File: src/rtl/fir_tcdm_arbiter.sv
// Round-robin arbiter sharing one TCDM port among the FIR x/h/y streams, with in-order response routing.
// Optional macro FIR_TCDM_ARB_BURST_LOCK_EN: hold a requesting port for up to 4 consecutive grants.
module fir_tcdm_arbiter #(
   parameter int MP              = 3,
   parameter int DW              = 32,
   parameter int AW              = 32,
   parameter int MAX_OUTSTANDING = 4
) (
   input  logic                 clk_i,
   input  logic                 rst_ni,
   input  logic                 enable_i,
   input  logic                 clear_i,
   input  logic [MP-1:0]        in_req_i,
   output logic [MP-1:0]        in_gnt_o,
   input  logic [MP*AW-1:0]     in_add_i,
   input  logic [MP-1:0]        in_wen_i,
   input  logic [MP*DW/8-1:0]   in_be_i,
   input  logic [MP*DW-1:0]     in_data_i,
   output logic [DW-1:0]        in_r_data_o,
   output logic [MP-1:0]        in_r_valid_o,
   output logic                 out_req_o,
   input  logic                 out_gnt_i,
   output logic [AW-1:0]        out_add_o,
   output logic                 out_wen_o,
   output logic [DW/8-1:0]      out_be_o,
   output logic [DW-1:0]        out_data_o,
   input  logic [DW-1:0]        out_r_data_i,
   input  logic                 out_r_valid_i,
   output logic                 err_o
);

   localparam int PW = (MP > 1) ? $clog2(MP) : 1;
   localparam int FW = $clog2(MAX_OUTSTANDING);
   localparam int BW = DW / 8;
   localparam logic [FW:0] FULL = (FW+1)'(MAX_OUTSTANDING);

   logic [PW-1:0] ptr;
   logic [PW-1:0] sel;
   logic [PW-1:0] head;
   logic [PW:0]   cand;
   logic          found;
   logic          push;
   logic          pop;
   logic          err;
   logic [FW:0]   cnt;
   logic [FW-1:0] wr_ptr;
   logic [FW-1:0] rd_ptr;
   logic [PW-1:0] id_fifo [MAX_OUTSTANDING];

   function automatic logic [PW-1:0] next_port(input logic [PW-1:0] p);
      return (p == PW'(MP-1)) ? '0 : p + PW'(1);
   endfunction

   // cyclic priority scan starting at ptr
   always_comb begin
      sel   = ptr;
      found = 1'b0;
      cand  = '0;
      for (int k = 0; k < MP; k++) begin
         cand = {1'b0, ptr} + (PW+1)'(k);
         if (cand >= (PW+1)'(MP)) cand = cand - (PW+1)'(MP);
         if (!found && in_req_i[cand[PW-1:0]]) begin
            sel   = cand[PW-1:0];
            found = 1'b1;
         end
      end
   end

   assign head      = id_fifo[rd_ptr];
   assign out_req_o = rst_ni & enable_i & (|in_req_i) & (cnt < FULL);
   assign push      = out_req_o & out_gnt_i;
   assign pop       = rst_ni & out_r_valid_i & (cnt != '0);

   assign out_add_o  = in_add_i[int'(sel)*AW +: AW];
   assign out_wen_o  = in_wen_i[sel];
   assign out_be_o   = in_be_i[int'(sel)*BW +: BW];
   assign out_data_o = in_data_i[int'(sel)*DW +: DW];

   assign in_r_data_o = out_r_data_i;
   assign err_o       = err;

   always_comb begin
      in_gnt_o     = '0;
      in_r_valid_o = '0;
      if (push) in_gnt_o[sel]      = 1'b1;
      if (pop)  in_r_valid_o[head] = 1'b1;
   end

   // in-order ID FIFO bookkeeping and sticky error
   always_ff @(posedge clk_i) begin
      if (!rst_ni || clear_i) begin
         cnt    <= '0;
         wr_ptr <= '0;
         rd_ptr <= '0;
         err    <= 1'b0;
      end else begin
         if (push) wr_ptr <= wr_ptr + FW'(1);
         if (pop)  rd_ptr <= rd_ptr + FW'(1);
         if (push && !pop)      cnt <= cnt + (FW+1)'(1);
         else if (pop && !push) cnt <= cnt - (FW+1)'(1);
         if (out_r_valid_i && cnt == '0) err <= 1'b1;
      end
   end

   always_ff @(posedge clk_i) begin
      if (push) id_fifo[wr_ptr] <= sel;
   end

`ifdef FIR_TCDM_ARB_BURST_LOCK_EN
   logic [1:0] burst;
   logic [1:0] run;
   logic       locked;

   // a grant to a port other than the locked one starts a fresh run
   assign run = (locked && sel == ptr) ? burst : 2'd0;

   always_ff @(posedge clk_i) begin
      if (!rst_ni || clear_i) begin
         ptr    <= '0;
         burst  <= '0;
         locked <= 1'b0;
      end else if (push) begin
         if (run == 2'd3) begin
            ptr    <= next_port(sel);
            burst  <= '0;
            locked <= 1'b0;
         end else begin
            ptr    <= sel;
            burst  <= run + 2'd1;
            locked <= 1'b1;
         end
      end else if (locked && enable_i && !in_req_i[ptr]) begin
         ptr    <= next_port(ptr);
         burst  <= '0;
         locked <= 1'b0;
      end
   end
`else
   always_ff @(posedge clk_i) begin
      if (!rst_ni || clear_i) ptr <= '0;
      else if (push)          ptr <= next_port(sel);
   end
`endif

endmodule

File: config.mk
export PLATFORM = sky130hd
export DESIGN_NAME = fir_tcdm_arbiter
export DESIGN_NICKNAME = d
export VERILOG_FILES = /design/src/rtl/fir_tcdm_arbiter.sv
export SDC_FILE = /design/constraint.sdc
export NUM_CORES = 1
export LEC_CHECK = 0
export BUFFER_PORTS_ARGS = -buffer_cell sky130_fd_sc_hd__buf_2
export CAP_MARGIN = 20
export CORE_AREA = 5 5 134 136
export CTS_BUF_LIST = sky130_fd_sc_hd__clkbuf_16
export CTS_CLUSTER_SIZE = 25
export DETAILED_ROUTE_END_ITERATION = 16
export DIE_AREA = 0 0 139 141
export SLEW_MARGIN = 0
export SYNTH_ARGS = -nofsm -noshare
export SYNTH_HDL_FRONTEND = slang
export SYNTH_SLANG_ARGS = --single-unit
File: constraint.sdc
create_clock -name clk_i -period 6.1 [get_ports clk_i]
set_input_delay 0 -clock clk_i [delete_from_list [all_inputs] [get_ports clk_i]]
set_output_delay 0 -clock clk_i [all_outputs]
set_load 0.03 [all_outputs]
### Word level (Yosys, flattened, before mapping)

Memory sizes are Yosys's and may differ from the RTL's. A register that Yosys moved wholly into a read port is not among the register bits.
Index checks and enable logic that the tools add are counted.
W data, S select, Z words.

* add/subtract/negate cells: 10
* $lt $le $gt $ge: 11
* eq/ne operators: 1
* shift-type cells: 3
* multiplexer cells: 29
* bitwise logic cells: 6
* reductions and logical operators: 17

Operator list (number)
* $shiftx A96 B8 Y32: 2
* $mux W2: 9
* $lt A2 B3 Y1 const B: 5
* $mux W3: 4
* $shiftx A12 B5 Y4: 1
* $mux W1: 10
* $bmux W1 S2: 4
* $logic_and A1 B1 Y1: 7
* $add A2 B1 Y2 const B: 3
* $and A1 B1 Y1: 6
* $ge A3 B2 Y1 const B: 2
* $sub A2 B2 Y2 const B: 3
* $logic_not A1 Y1: 5
* $demux W1 S2: 2
* $ge A2 B1 Y1 const B: 2
* $add A2 B1 Y3 const B: 1
* $add A2 B2 Y3 const B: 1
* $add A3 B1 Y3 const B: 1
* $logic_not A3 Y1: 1
* $lt A3 B3 Y1 const B: 1
* $reduce_bool A3 Y1: 1
* $reduce_or A3 Y1: 1
* $sub A3 B1 Y3 const B: 1
* $eq A2 B2 Y1 const B: 1
* 3 further kinds: 3

* bits in registers: 10
* memory bits (writable): 8
* memories kept: 1

Memory list
* id_fifo: words 4, width 2, read ports 1, clocked after memory_dff 1, write ports 1, RTL line 48 `logic [PW-1:0] id_fifo [MAX_OUTSTANDING];`

### Depth between registers and ports, before layout

* depth after elaboration: 16
* depth in mapped cells: 11
* gate-level depth less buffers: 10

### Worst setup path before layout

Ideal clock, no wire load.

* path type: register -> register
* start: register cnt[2]
* end: register cnt[2]
* library setup time: 0.070 ns
* arrival time: 2.448 ns
* slack: 3.582 ns
* stages on the path, launching flop included: 10
* buffers on the path: 0
* cell sequence: dfxtp_1 > nor3_2 > nand2_1 > inv_2 > ha_1 > inv_1 > fa_1 > xor2_1 > or3_1 > a21oi_1

* longest elaborated chain between the ends: 6

Ends and longest elaborated chain
* start: declaration: RTL line 45 `logic [FW:0] cnt;`
* start signal: assignment: RTL line 99 `if (push && !pop) cnt <= cnt + (FW+1)'(1);`
* start signal: assignment: RTL line 100 `else if (pop && !push) cnt <= cnt - (FW+1)'(1);`
* $lt A3 B3 Y1 *: RTL line 70 `assign out_req_o = rst_ni & enable_i & (|in_req_i) & (cnt < FULL);`
* $and A1 B1 Y1 *: RTL line 70
* net out_req_o: RTL line 21 `output logic out_req_o,`
* $and A1 B1 Y1 *: RTL line 71 `assign push = out_req_o & out_gnt_i;`
* net push: RTL line 42 `logic push;`
* $logic_not A1 Y1: RTL line 100
* $logic_and A1 B1 Y1: RTL line 100
* $reduce_bool A2 Y1 (no source line)

The timed path passes the listed nets; every way through them passes the cells marked *. The select of a mux whose other input is x is not followed.
A chain may end at the register's enable or synchronous reset.

### Final worst setup path

* start: register ptr[0]
* end: output port out_data_o[20]

* longest elaborated chain between the ends: 12

Ends and longest elaborated chain
* start: declaration: RTL line 37 `logic [PW-1:0] ptr;`
* start signal: assignment: RTL line 141 `else if (push) ptr <= next_port(sel);`
* parallel branches: the longest is 10 deep, another holds $add A2 B1 Y3
* $mux W2 *: RTL line 62 `if (!found && in_req_i[cand[PW-1:0]]) begin`
* $shiftx A96 B8 Y32 *: RTL line 77 `assign out_data_o = in_data_i[int'(sel)*DW +: DW];`
* end: declaration: RTL line 26 `output logic [DW-1:0] out_data_o,`

Mark *: on every way between the ends. The select of a mux whose other input is x is not followed.

==> results.yml <==
status:
  status: "finished clean"
final_layout:
  area_growth_pct: 47.94
  antenna-diode-count: 0
  num-nets-final: 879
  final_layout_size_suffix_gt1_share_pct: 50.96
  final_cells: 847
power_and_ir_drop:
  vdd_drop_max_mv: 0.07664
  p_switching_uw: 308.5
  pwr-share-comb_pct: 59.5
  p_int_uw: 371.2
  leakagePower_nw: 2.125
  power.total_uw: 679.7
  power_density_mw_per_mm2: 159.2
  pwr-share-seq_pct: 21.0
  swShare_pct: 45.38
  pwr-share-clk_pct: 19.5
timing:
  relSlewSlack_pct: 39.18
  clock.fmax_ghz: 0.3045
  fin_crit_ns: 3.284
  drv_slew: 0
  rsz0062_at_grt: "false"
  hold_viol: 0
  tightest_slew_ns: 0.9123
  finalCritPeriodShare_pct: 53.83
  finalSetupTns_ns: 0
  setup_violations: 0
  fin_skew_ns: 0.001467
placed_design:
  dp.cells: 842
  dp_hpwl_mm: 10.24
  numPortBuffers: 292
  globalplace.congestion: 0.7557
logic_synthesis:
  async_reset_ff_share_pct: 0
  synth_area_mm2: 0.002887
  synth_enable_flop_cells: 8
  yosysUniqueCellTypes: 43
  avgSynthCellArea_um2: 7.345
  ys.flop_type: "dfxtp_1"
  syn_nets: 649
  yosys_warnings: 0
  synth_sequential_area_ratio_pct: 16.64
  ys_ff_latch: 20
  syn_inst: 393
clocking:
  cts_tree: "built"
  numCtsBuffers: 3
  insertion_delay_ns: 0.25
  clockRootBuffer: "clkbuf_16"
  path_clk_slew_ns: 0.05
  postCtsSetupBuffers: 0
  htreeDepth: 1
  cts_buffer_depth: 2
  cts_sinks: 20
global_route:
  grt_pass1_wl_mm: 19.00
  grt_overflow: 0
  grt_pass1_vias: 3572
  antenna_found_initial: 2
  grt_use_total_pct: 11.59
  grt_max_degree: 91
die:
  io-pin-count: 357
  rows: 48
  die_w_um: 139
  dieArea_mm2: 0.01960
  core_mm2: 0.01682
  die_h_um: 141
  start_util_pct: 17.17
routing:
  via_per_inst: 4.452
  first_pass_iters: 4
  ant_nets: 0
  wl_mm: 12.63
  drc: 0
  routedWlPerCell_um: 14.91
  vias: 3771
  drt_iter0_drc: 171
min_path:
  holdCritPathClass: "input pin to primary output"
critical_path:
  cp.required_ns: 6.10
  worstPathArrival_ns: 3.28
  crit_path_max_fanout: 90
  crit_path_start_kind: "register"
  crit_type: "register to primary output"
  end_kind: "primary output"
run:
  maxCapViolCount: 0
final timing paths:
path                        from                  end  slack, ns  cells after the start
max reg2reg  ptr[0]$_SDFFE_PP0P_  ptr[1]$_SDFFE_PP0P_       3.20                      9
min             out_r_data_i[26]      in_r_data_o[26]    0.00001                      0
max          ptr[0]$_SDFFE_PP0P_       out_data_o[20]       2.82                     10
min reg2reg   err_o$_SDFFE_PP0P_   err_o$_SDFFE_PP0P_       0.48                      2
per-stage QoR:
stage,setup slack (ns),utilization (%),area [µm²],hold slack [ns]
after detailed placement,3.067,24.87,4182,0.0002048
after global routing,2.544,25.39,4270,0.00004480
final,2.816,25.39,4270,0.00001319
after global placement,3.132,24.87,4182,0.0002048
after CTS,2.803,25.39,4270,0.0002048
after floorplan,3.582,-,2887,0.1317
registers in the layout, summed over array words and instances (netlist names), named ones only:
| name | count |
|---|---|
| id_fifo | 8 |
| cnt | 3 |
| ptr | 2 |
| rd_ptr | 2 |
| wr_ptr | 2 |
| err_o | 1 |
worst max-delay path: stages, from the launching register on:
cell	delay [ns]
dfxtp_1	0.39
inv_1	0.06
ha_1	0.47
nand2_1	0.09
o31ai_1	0.25
a32oi_2	0.15
a21boi_4	0.19
buf_4	0.67
a32oi_1	0.25
o21ai_1	0.17
buf_2	0.24
cells in the mapped netlist, types with 2 or more instances:
| library cell | number | area, µm² |
|---|---|---|
| a21oi_1 | 7 | 35.03 |
| a32oi_1 | 69 | 604.3 |
| and3_1 | 4 | 25.02 |
| buf_2 | 19 | 95.09 |
| buf_4 | 35 | 262.8 |
| buf_6 | 9 | 101.4 |
| clkbuf_1 | 10 | 37.54 |
| dfxtp_1 | 12 | 240.2 |
| edfxtp_1 | 8 | 240.2 |
| ha_1 | 7 | 87.58 |
| inv_1 | 7 | 26.28 |
| inv_2 | 4 | 15.01 |
| mux2i_1 | 3 | 30.03 |
| mux4_2 | 2 | 45.04 |
| nand2_1 | 78 | 292.8 |
| nand2b_1 | 4 | 25.02 |
| nor2_1 | 8 | 30.03 |
| nor3_1 | 5 | 25.02 |
| nor3_2 | 3 | 30.03 |
| nor3b_1 | 2 | 15.01 |
| o21ai_0 | 3 | 15.01 |
| o21ai_1 | 70 | 350.3 |
| or3_1 | 2 | 12.51 |
| xnor2_1 | 2 | 17.52 |
| xor2_1 | 2 | 17.52 |
power by group through the flow:
stage	Combinational (mW)	Clock, mW	Sequential [mW]
6_report	0.404	0.133	0.143
4_1_cts	0.410	0.135	0.143
2_1_floorplan	0.296	0	0.146
5_1_grt	0.437	0.143	0.143
3_3_place_gp	0.406	0	0.146
3_5_place_dp	0.409	0	0.146
placed cells by master, fill, tap and decap left out, drive strengths merged, types with 3 or more instances in the layout:
cell    Yosys  routed
nor3        8       8
buf        63     297
o21ai      73      73
nor2        9       9
nand2b      4       4
clkbuf     10       3
ha          7       7
a32oi      70      70
inv        11      12
and3        4       4
mux2i       3       3
nand2      78      78
a21oi       8       8
edfxtp      8       8
dfxtp      12      12
cell type report:
cell class | count | area (µm²)
fillers | 1905 | 12550
well taps | 225 | 281.5
repair buffers | 298 | 1509
inverters | 11 | 41.29
multi-input cells | 289 | 1879
clock inverters | 1 | 3.754
clock buffers | 3 | 75.07
flip-flops and latches | 20 | 480.5
logic make-up after synthesis:
group                      synth area share (%)
AOI/OAI and AO/OA                         39.32
and+or+nand+nor                           17.86
buffers and inverters                     18.64
DFF                                       16.64
adders and majority gates                 3.728
muxes                                     2.601
xor gates and xnor gates                  1.214
per-layer routing:
| layer | vias up | share of wire [%] | GRT usage [%] |
|---|---|---|---|
| met1 | 1663 | 42 | 15.27 |
| met3 | 11 | 8.5 | 3.053 |
| li1 | 1907 | - | - |
| met5 | - | 0.21 | 0 |
| met4 | 4 | 0.51 | 1.236 |
| met2 | 186 | 48 | 19.76 |
what timing repair did:
item / 4_1_cts / 5_1_grt
endpoints found under the hold margin: 1 / 0
hold buffers: 1 / 0
gates resized for setup: 0 / 0
No activity file was read; power rests on OpenSTA's default activity.
